`config.mk`:
```
export PLATFORM = sky130hd
export DESIGN_NAME = des_round_key_schedule
export DESIGN_NICKNAME = d
export VERILOG_FILES = /design/src/rtl/des_pkg.sv /design/src/rtl/des_pc2.sv /design/src/rtl/des_round_key_schedule.sv
export SDC_FILE = /design/constraint.sdc
export NUM_CORES = 1
export LEC_CHECK = 0
export BUFFER_PORTS_ARGS = -buffer_cell sky130_fd_sc_hd__buf_2
export CORE_UTILIZATION = 59
export CTS_BUF_LIST = sky130_fd_sc_hd__clkbuf_2
export DETAILED_ROUTE_END_ITERATION = 10
export GPL_TIMING_DRIVEN = 1
export PLACE_DENSITY = 0.88
export SYNTH_ARGS = -nofsm -noshare
export SYNTH_HDL_FRONTEND = slang
export SYNTH_SLANG_ARGS = --single-unit
```
`constraint.sdc`:
```
create_clock -name CLK -period 3.7 [get_ports CLK]
set_clock_uncertainty 0.1 [all_clocks]
set_input_delay 0.37 -clock CLK [delete_from_list [all_inputs] [get_ports CLK]]
set_output_delay 0.37 -clock CLK [all_outputs]
set_load 0.05 [all_outputs]
```
`src/rtl/des_pkg.sv`:
```
// Shared DES key-schedule definitions: widths, FSM encoding, shift schedule,
// the PC-2 selection table and the 28-bit half rotators.
package des_pkg;

    localparam int HALF_W  = 28;
    localparam int KEY_W   = 48;
    localparam int ROUND_W = 4;

    typedef enum logic [1:0] {
        ST_IDLE   = 2'd0,
        ST_RUN    = 2'd1,
        ST_FINISH = 2'd2
    } state_t;

    // Entry [i] is the rotate amount s[i+1] applied to reach round i+1.
    localparam logic [1:0] SHIFT_TABLE [16] = '{
        2'd1, 2'd1, 2'd2, 2'd2, 2'd2, 2'd2, 2'd2, 2'd2,
        2'd1, 2'd2, 2'd2, 2'd2, 2'd2, 2'd2, 2'd2, 2'd1
    };

    // Entry [i] is the FIPS {C,D} bit number (1 = MSB of C) that feeds subkey bit i+1.
    localparam logic [5:0] PC2_TABLE [48] = '{
        6'd14, 6'd17, 6'd11, 6'd24, 6'd1,  6'd5,
        6'd3,  6'd28, 6'd15, 6'd6,  6'd21, 6'd10,
        6'd23, 6'd19, 6'd12, 6'd4,  6'd26, 6'd8,
        6'd16, 6'd7,  6'd27, 6'd20, 6'd13, 6'd2,
        6'd41, 6'd52, 6'd31, 6'd37, 6'd47, 6'd55,
        6'd30, 6'd40, 6'd51, 6'd45, 6'd33, 6'd48,
        6'd44, 6'd49, 6'd39, 6'd56, 6'd34, 6'd53,
        6'd46, 6'd42, 6'd50, 6'd36, 6'd29, 6'd32
    };

    function automatic logic [HALF_W-1:0] rotl_half(input logic [HALF_W-1:0] x,
                                                    input logic [1:0] amt);
        case (amt)
            2'd1:    rotl_half = {x[26:0], x[27]};
            2'd2:    rotl_half = {x[25:0], x[27:26]};
            default: rotl_half = x;
        endcase
    endfunction

    function automatic logic [HALF_W-1:0] rotr_half(input logic [HALF_W-1:0] x,
                                                    input logic [1:0] amt);
        case (amt)
            2'd1:    rotr_half = {x[0], x[27:1]};
            2'd2:    rotr_half = {x[1:0], x[27:2]};
            default: rotr_half = x;
        endcase
    endfunction

endpackage

```
`src/rtl/des_pc2.sv`:
```
// Combinational PC-2: selects the 48 subkey bits from the 56-bit {C,D} pair.
module des_pc2
    import des_pkg::*;
(
    input  logic [2*HALF_W:1] cd,
    output logic [KEY_W:1]    subkey
);

    for (genvar i = 0; i < KEY_W; i++) begin : g_sel
        assign subkey[KEY_W - i] = cd[2*HALF_W + 1 - int'(PC2_TABLE[i])];
    end

endmodule

```
`src/rtl/des_round_key_schedule.sv`:
```
// DES round-key generator streaming K1..K16 (or K16..K1) with a valid/ready handshake.
// Decrypt ordering is built only when DES_KEY_SCHED_DECRYPT_EN is defined.
module des_round_key_schedule
    import des_pkg::*;
(
    input  logic               CLK,
    input  logic               RESET,
    input  logic               START,
    input  logic               DECRYPT,
    input  logic [HALF_W:1]    C_IN,
    input  logic [HALF_W:1]    D_IN,
    input  logic               SUBKEY_READY,
    output logic               SUBKEY_VALID,
    output logic [KEY_W:1]     SUBKEY,
    output logic [ROUND_W-1:0] ROUND,
    output logic               BUSY,
    output logic               DONE
);

    state_t               state_r;
    state_t               state_next_s;
    logic [HALF_W:1]      c_r;
    logic [HALF_W:1]      d_r;
    logic [HALF_W:1]      c_step_s;
    logic [HALF_W:1]      d_step_s;
    logic [ROUND_W-1:0]   round_r;
    logic [ROUND_W-1:0]   round_step_s;
    logic                 dec_s;
    logic                 dec_r;
    logic                 hs_s;
    logic                 last_s;
    logic                 load_s;

`ifdef DES_KEY_SCHED_DECRYPT_EN
    assign dec_s = DECRYPT;
`else
    logic unused_decrypt_s;
    assign unused_decrypt_s = DECRYPT;
    assign dec_s            = 1'b0;
`endif

    assign load_s = (state_r == ST_IDLE) && START;
    assign hs_s   = (state_r == ST_RUN) && SUBKEY_READY;
    assign last_s = dec_r ? (round_r == 4'd0) : (round_r == 4'd15);

    // FSM state register
    always_ff @(posedge CLK or posedge RESET) begin
        if (RESET) begin
            state_r <= ST_IDLE;
        end else begin
            state_r <= state_next_s;
        end
    end

    // FSM next-state logic
    always_comb begin
        state_next_s = state_r;
        case (state_r)
            ST_IDLE: begin
                if (START) state_next_s = ST_RUN;
                else       state_next_s = ST_IDLE;
            end
            ST_RUN: begin
                if (hs_s && last_s) state_next_s = ST_FINISH;
                else                state_next_s = ST_RUN;
            end
            ST_FINISH: state_next_s = ST_IDLE;
            default:   state_next_s = ST_IDLE;
        endcase
    end

    // FSM output decode
    always_comb begin
        SUBKEY_VALID = 1'b0;
        BUSY         = 1'b0;
        DONE         = 1'b0;
        case (state_r)
            ST_IDLE: begin
                SUBKEY_VALID = 1'b0;
            end
            ST_RUN: begin
                SUBKEY_VALID = 1'b1;
                BUSY         = 1'b1;
            end
            ST_FINISH: begin
                BUSY = 1'b1;
                DONE = 1'b1;
            end
            default: begin
                SUBKEY_VALID = 1'b0;
            end
        endcase
    end

`ifdef DES_KEY_SCHED_DECRYPT_EN
    // Next-round halves: forward rotates for encrypt, backward rotates for decrypt
    always_comb begin
        if (dec_r) begin
            c_step_s     = rotr_half(c_r, SHIFT_TABLE[round_r]);
            d_step_s     = rotr_half(d_r, SHIFT_TABLE[round_r]);
            round_step_s = round_r - 4'd1;
        end else begin
            c_step_s     = rotl_half(c_r, SHIFT_TABLE[round_r + 4'd1]);
            d_step_s     = rotl_half(d_r, SHIFT_TABLE[round_r + 4'd1]);
            round_step_s = round_r + 4'd1;
        end
    end
`else
    // Next-round halves, encrypt direction only
    always_comb begin
        c_step_s     = rotl_half(c_r, SHIFT_TABLE[round_r + 4'd1]);
        d_step_s     = rotl_half(d_r, SHIFT_TABLE[round_r + 4'd1]);
        round_step_s = round_r + 4'd1;
    end
`endif

    // C/D halves, round index and direction; held whenever no handshake occurs
    always_ff @(posedge CLK or posedge RESET) begin
        if (RESET) begin
            c_r     <= 28'd0;
            d_r     <= 28'd0;
            round_r <= 4'd0;
            dec_r   <= 1'b0;
        end else if (load_s) begin
            dec_r <= dec_s;
            // Decrypt starts at K16, whose cumulative rotation of 28 restores C0/D0
            if (dec_s) begin
                c_r     <= C_IN;
                d_r     <= D_IN;
                round_r <= 4'd15;
            end else begin
                c_r     <= rotl_half(C_IN, 2'd1);
                d_r     <= rotl_half(D_IN, 2'd1);
                round_r <= 4'd0;
            end
        end else if (hs_s && !last_s) begin
            c_r     <= c_step_s;
            d_r     <= d_step_s;
            round_r <= round_step_s;
        end else begin
            c_r     <= c_r;
            d_r     <= d_r;
            round_r <= round_r;
        end
    end

    assign ROUND = round_r;

    des_pc2 u_pc2 (
        .cd     ({c_r, d_r}),
        .subkey (SUBKEY)
    );

endmodule
```
==> qor.yml, run 1 <==
ys_seq_area_share_pct: 36.0
synth_simple_gate_area_share_pct: 20.6
start_util_pct: 62.4
totalPowerFinal_mw: 5.01
track_usage_pct: 29.6
r2r_start: "ROUND[0]"
synth_xor_area_share_pct: 0.610
period_share_pct: 66.7
vias_per_cell: 6.20
ir_drop_mv: 0.993
grt_overflow: 0
p_comb_share_pct: 64.0
grt_pass1_vias: 3677
p_sw_mw: 2.82
fin_nets: 607
maxCapViolations: 0
routed_wl_um: 11100
synth_nets: 543
antenna_found_initial: 0
cp_cell_sequence: "ha_1 -> and3_4 -> nor2_4 -> buf_12 -> a2bb2oi_1 -> o211ai_2"
cts_buffers: 9
worstMarginPinSlew_ns: 1.15
powerDensity_nw_per_um2: 1010
swShare_pct: 56.2
post_cts_buffers: 0
rrSetupSlack_ns: 1.23
drc: 0
hold_start: "D_IN[2]"
synth_top_area_share_pct: 36.0
max-slew-margin-rel_pct: 23.0
synth_top_family_by_area: "compound AO/OA/AOI/OAI gates"
slew_violations: 0
area_growth_syn_to_layout_pct: 14.7
endpoint_kind: "register"
fin_tns_setup_ns: 0
first_pass_iters: 4
rsz0062_at_grt: "false"
clock_latency_ns: 0.48
antenna_cells: 0
drt-wirelength-per-cell_um: 17.2
ctsLongestPathBuffers: 2
cts.sinks: 62
port_buffers: 114
syn-cell-area_um2: 4310
core_um2: 6910
pwr-share-seq_pct: 24.7
startpoint_type: "register"
ios: 116
netlist_instances: 477
die-area_um2: 7650
synth_top_area_cell: "dfrtp_1"
p_int_mw: 2.19
path_class: "reg -> reg"
hold_buffers: 24
period_minus_slack_ns: 2.47
clockRootBuffer: "clkbuf_2"
num_rows: 30
critPathLaunch: "ROUND[0]"
yosys_warnings: 0
antenna_left: 0
hold_violations: 0
cts_tree: "done"
synth_mux_area_share_pct: 0
cts_max_level: 3
grt_pass1_wl_um: 17800
synth-compound-area-share_pct: 26.8
dp_hpwl_um: 6260
cpMaxStageDelayCell: "nor2_4"
hold_class: "in -> reg"
synthAdderAreaFrac_pct: 1.45
critPathArrivalTime_ns: 2.75
finalSetupViolCount: 0
gp_congestion: 0.764
leakage_nw: 2.35
max_freq_ghz: 0.405
pwr-share-clk_pct: 11.3
grt_max_degree: 113
cp_max_fo: 31
status: "completed"
dieWidth_um: 87.5
critical_path_required_ns: 3.98
cp_slowest_stage_delay_ns: 0.58
cts_resized: 0
drtIter0Drc: 351
synth.avg_cell_area_um2: 9.04
drive_gt1_share_pct: 33.9
via_count: 3980
die_h_um: 87.5
layout_commonest_cell: "nand2_1"
clk_pin_slew_worst_paths_ns: 0.23
final_cell_mix: "nand2_1, buf_2, dfrtp_1"
synth.area.top_cells: "dfrtp_1, o211ai_2, a2bb2oi_1"
yosys_register_bits: 62
synth_cell_types: 29
## cells in the mapped netlist (all sizes together)
| library cell | number |
|---|---|
| o311ai | 1 |
| nand4 | 56 |
| ha | 5 |
| o211ai | 56 |
| dfrtp | 62 |
| nor2 | 7 |
| o21ai | 1 |
| buf | 75 |
| xnor2 | 3 |
| nor3 | 2 |
| and3 | 2 |
| nand2 | 116 |
| nand3 | 2 |
| a2bb2oi | 56 |
| and2 | 2 |
| a211oi | 1 |
| a311o | 1 |
| clkbuf | 22 |
| inv | 4 |
| nor3b | 2 |
| a21oi | 1 |
## path summary, 6_finish.rpt
check | endpoint | cells after the start
setup / recovery | d_r[21] | 6
hold / removal | d_r[3] | 3
setup reg to reg | d_r[21] | 6
hold reg to reg | c_r[3] | 2
max in group asynchronous | c_r[12] | 4
min in group asynchronous | d_r[17] | 3
## critical path, delay by kind of cell (launching register included)
kind	cells	cell delay (ns)
and+or+nand+nor	2	0.81
AOI/OAI and AO/OA	2	0.38
buffers and inverters	1	0.27
adders and majority gates	1	0.32
DFF	1	0.49
## layer usage
| layer | vias up | GRT usage [%] | part of all wire [%] | wire length (um) |
|---|---|---|---|---|
| met4 | 0 | 10.7 | 1.7 | 184 |
| met1 | 1963 | 40.6 | 42 | 4650 |
| met2 | 166 | 47.8 | 50 | 5580 |
| met3 | 18 | 3.98 | 5.8 | 640 |
| met5 | - | 0 | 0 | 0 |
| li1 | 1833 | - | - | - |
## cells by family (layout without fill, tap and decap cells)
| kind of cell | after synthesis | count (layout) |
|---|---|---|
| flops | 62 | 62 |
| fa+ha+maj | 5 | 5 |
| buf+inv | 101 | 170 |
| compound gates | 117 | 117 |
| simple gates | 189 | 189 |
| xor+xnor | 3 | 3 |
## final cells by class
class / instances / area (um2)
Inverter: 4 / 15.0
Clock buffer: 10 / 50.0
Clock inverter: 6 / 110
Multi-Input combinational cell: 314 / 2160
Sequential cell: 62 / 1550
Tap cell: 96 / 120
Timing Repair Buffer: 150 / 941
Fill cell: 564 / 1960
## flip-flops by register name, summed over array words and instances (netlist names)
signal   cells
ROUND        4
state_r      2
c_r         28
d_r         28
## through the flow
stage                     util, %  setup slack (ns)  std cells  instance area [um2]  hold slack [ns]
final                        71.6              1.23        642                 4940           0.0203
after floorplan                 -              1.32        477                 4310            0.404
after global placement       64.9              1.31        596                 4480            0.431
after global routing         71.6              1.08        642                 4940         0.000333
after CTS                    70.7              1.23        636                 4880         0.000603
after detailed placement     64.9              1.24        596                 4480            0.442
## power by group through the flow
| stage | Combinational, mW | Sequential (mW) | Clock (mW) |
|---|---|---|---|
| floorplan | 2.94 | 1.24 | 0 |
| global placement | 3.10 | 1.23 | 0 |
| detailed placement | 3.16 | 1.24 | 0 |
| CTS | 3.19 | 1.23 | 0.562 |
| global route | 3.43 | 1.27 | 0.600 |
| finish | 3.21 | 1.24 | 0.564 |
Note: power is estimated with default switching activity, not from simulation.
==> run 2: changes to the inputs <==
CORE_UTILIZATION = 55   (was 59)
PLACE_DENSITY = 0.83   (was 0.88)
clock period = 2.4 ns   (was 3.7 ns; I/O delays follow)
==> run 2 against run 1 <==
  * Routed wire length rose by 7.4%
  * Worst hold slack gained 0.059 ns
  * Non-clock buffer count increased by 31
  * Maximum frequency grew 13%
  * Critical endpoint is now c_r[3]
  * Total power up 51%
  * Global-route usage down 0.18 points
  * Via count grew 3.3%
  * Largest power group unchanged
  * Clock-buffer cell count fell by 1
  * Largest cell class unchanged
  * Combinational power is 60% higher
  * Die area up 7.1%
==> qor.yml, run 2 (synthesis results as in run 1) <==
status: "completed"
rrSetupSlack_ns: 0.21  # -1.02 ns
critical_path_required_ns: 2.73  # -1.25 ns
cpMaxStageDelayCell: "dfrtp_1"
vias_per_cell: 6.07  # -2.0%
min_to: "state_r[1]"
startpoint_type: "register"
die-area_um2: 8190  # +7.1%
num_rows: 31  # +3.3%
ios: 116  # unchanged
hold_depth: 3  # unchanged
antenna_found_initial: 0  # unchanged
dp_hpwl_um: 6650  # +6.2%
cp_slowest_stage_delay_ns: 0.50  # -0.08 ns
dp_slack_ns: -0.0197  # -1.26 ns
worstMarginPinSlew_ns: 0.603  # -0.547 ns
period_minus_slack_ns: 2.19  # -0.278 ns
clock_latency_ns: 0.50  # +0.02 ns
fin_tns_setup_ns: 0  # unchanged
die_h_um: 90.5  # +3.5%
endpoint_kind: "register"
cp_max_fo: 56  # +81%
setup_ws_ns: 0.211  # -1.02 ns
drt-wirelength-per-cell_um: 17.5  # +1.8%
r2r_start: "ROUND[1]"
first_pass_iters: 5  # +1
grt_pass1_vias: 4075  # +11%
clk_pin_slew_worst_paths_ns: 0.19  # -0.04 ns
reg2reg_to: "c_r[3]"
totalPowerFinal_mw: 7.57  # +51%
layout_commonest_cell: "nand2_1"
swShare_pct: 58.3  # +2.1 points
path_class: "reg -> reg"
ir_drop_mv: 1.31  # +32%
maxCapViolations: 0  # unchanged
start_util_pct: 58.2  # -4.2 points
rsz0062_at_grt: "false"
pwr-share-seq_pct: 25.4  # +0.7 points
utilization_pct: 70.3  # -1.3 points
cp_cell_sequence: "ha_2 -> nor2_1 -> o311ai_4 -> buf_6 -> nand4_1 -> o211ai_1"
period_share_pct: 91.2  # +25 points
cts_max_level: 3  # unchanged
grt_max_degree: 113  # unchanged
dieWidth_um: 90.5  # +3.5%
p_sw_mw: 4.41  # +57%
reg2reg_depth: 6  # unchanged
cts_buffers: 9  # unchanged
slew_violations: 0  # unchanged
powerDensity_nw_per_um2: 1450  # +43%
hold_violations: 0  # unchanged
gp_congestion: 0.744  # -2.6%
grt_overflow: 0  # unchanged
routed_wl_um: 11900  # +7.4%
max-slew-margin-rel_pct: 59.7  # +37 points
critPathArrivalTime_ns: 2.51  # -0.24 ns
max_freq_ghz: 0.457  # +13%
drive_gt1_share_pct: 32.4  # -1.5 points
grt_pass1_wl_um: 19400  # +9.0%
hold_class: "in -> reg"
hold_start: "SUBKEY_READY"
clockRootBuffer: "clkbuf_2"
pwr-share-clk_pct: 6.7  # -4.6 points
track_usage_pct: 29.4  # -0.18 points
port_buffers: 114  # unchanged
place_inst: 603  # +1.2%
fin_nets: 639  # +5.3%
fin_cells: 677  # +5.5%
via_count: 4111  # +3.3%
drtIter0Drc: 326  # -7.1%
final_cell_mix: "nand2_1, buf_2, dfrtp_1"
ctsLongestPathBuffers: 2  # unchanged
p_comb_share_pct: 67.9  # +3.9 points
p_int_mw: 3.16  # +44%
post_cts_buffers: 0  # unchanged
cts.sinks: 62  # unchanged
finalSetupViolCount: 0  # unchanged
cts_tree: "done"
antenna_cells: 0  # unchanged
drc: 0  # unchanged
core_um2: 7410  # +7.3%
leakage_nw: 2.46  # +4.6%
antenna_left: 0  # unchanged
area_growth_syn_to_layout_pct: 20.9
-- run 2: changes by cell type in the layout (fill, tap and decap cells not counted), moves of 2 or more --
cell           previous run  this run
buf_6                     0         2
dlygate4sd3_1            30        57
clkinv_1                  0         5
buf_12                    2         4
bufinv_16                 3         0
-- run 2: timing repair --
action,CTS,global route
setup endpoints to repair,16,55
hold buffers,57,0
endpoints found under the hold margin,82,0
cloned,0,1
pin swaps,1,0
gates resized for setup,2,3
-- run 2: worst max-delay path by stage --
stage	start	to	slack (ns)	cells after the start
final	ROUND[1]	c_r[3]	0.21	6
after global routing	ROUND[1]	c_r[3]	0.1	6
after CTS	ROUND[0]	c_r[6]	0.05	6
after detailed placement	ROUND[0]	c_r[4]	-0.02	5
after global placement	ROUND[0]	d_r[27]	0.09	5
after floorplan	ROUND[0]	c_r[14]	0.02	8
-- run 2: through the flow --
step	hold WS, ns	area (um2)
3_3_place_gp	0.253	4540
4_1_cts	0.0588	5190
6_report	0.0791	5210
3_5_place_dp	0.247	4540
2_1_floorplan	0.274	4310
5_1_grt	0.112	5210
-- run 2: cell type report --
type	instances	area, um2
tap	99	124
clock inverter	7	31.3
timing repair buffer	181	1270
sequential	62	1550
inverter	4	15.0
clock buffer	9	45.0
fill	566	2200
multi-input combinational	315	2170
-- run 2: layer usage --
metal | up-vias | global-route usage (%) | share of wire (%)
met4 | 0 | 14.4 | 3.4
met5 | - | 0 | 0
li1 | 1895 | - | -
met2 | 203 | 50.6 | 51
met1 | 1977 | 36.0 | 39
met3 | 36 | 4.21 | 6.5
-- run 2: power by group through the flow --
stage	registers (mW)	clock network (mW)	logic, mW
6_report	1.92	0.509	5.13
3_5_place_dp	1.92	0	4.93
4_1_cts	1.90	0.514	5.01
3_3_place_gp	1.90	0	4.81
5_1_grt	1.98	0.567	5.47
2_1_floorplan	1.91	0	4.53
-- run 2: worst max-delay path, delay by kind of cell (launching register included) --
kind | cells | cell delay [ns]
AND/OR/NAND/NOR | 2 | 0.26
adder cells (fa/ha/maj) | 1 | 0.30
flip-flops | 1 | 0.50
AO/OA/AOI/OAI | 2 | 0.52
buffers and inverters | 1 | 0.43
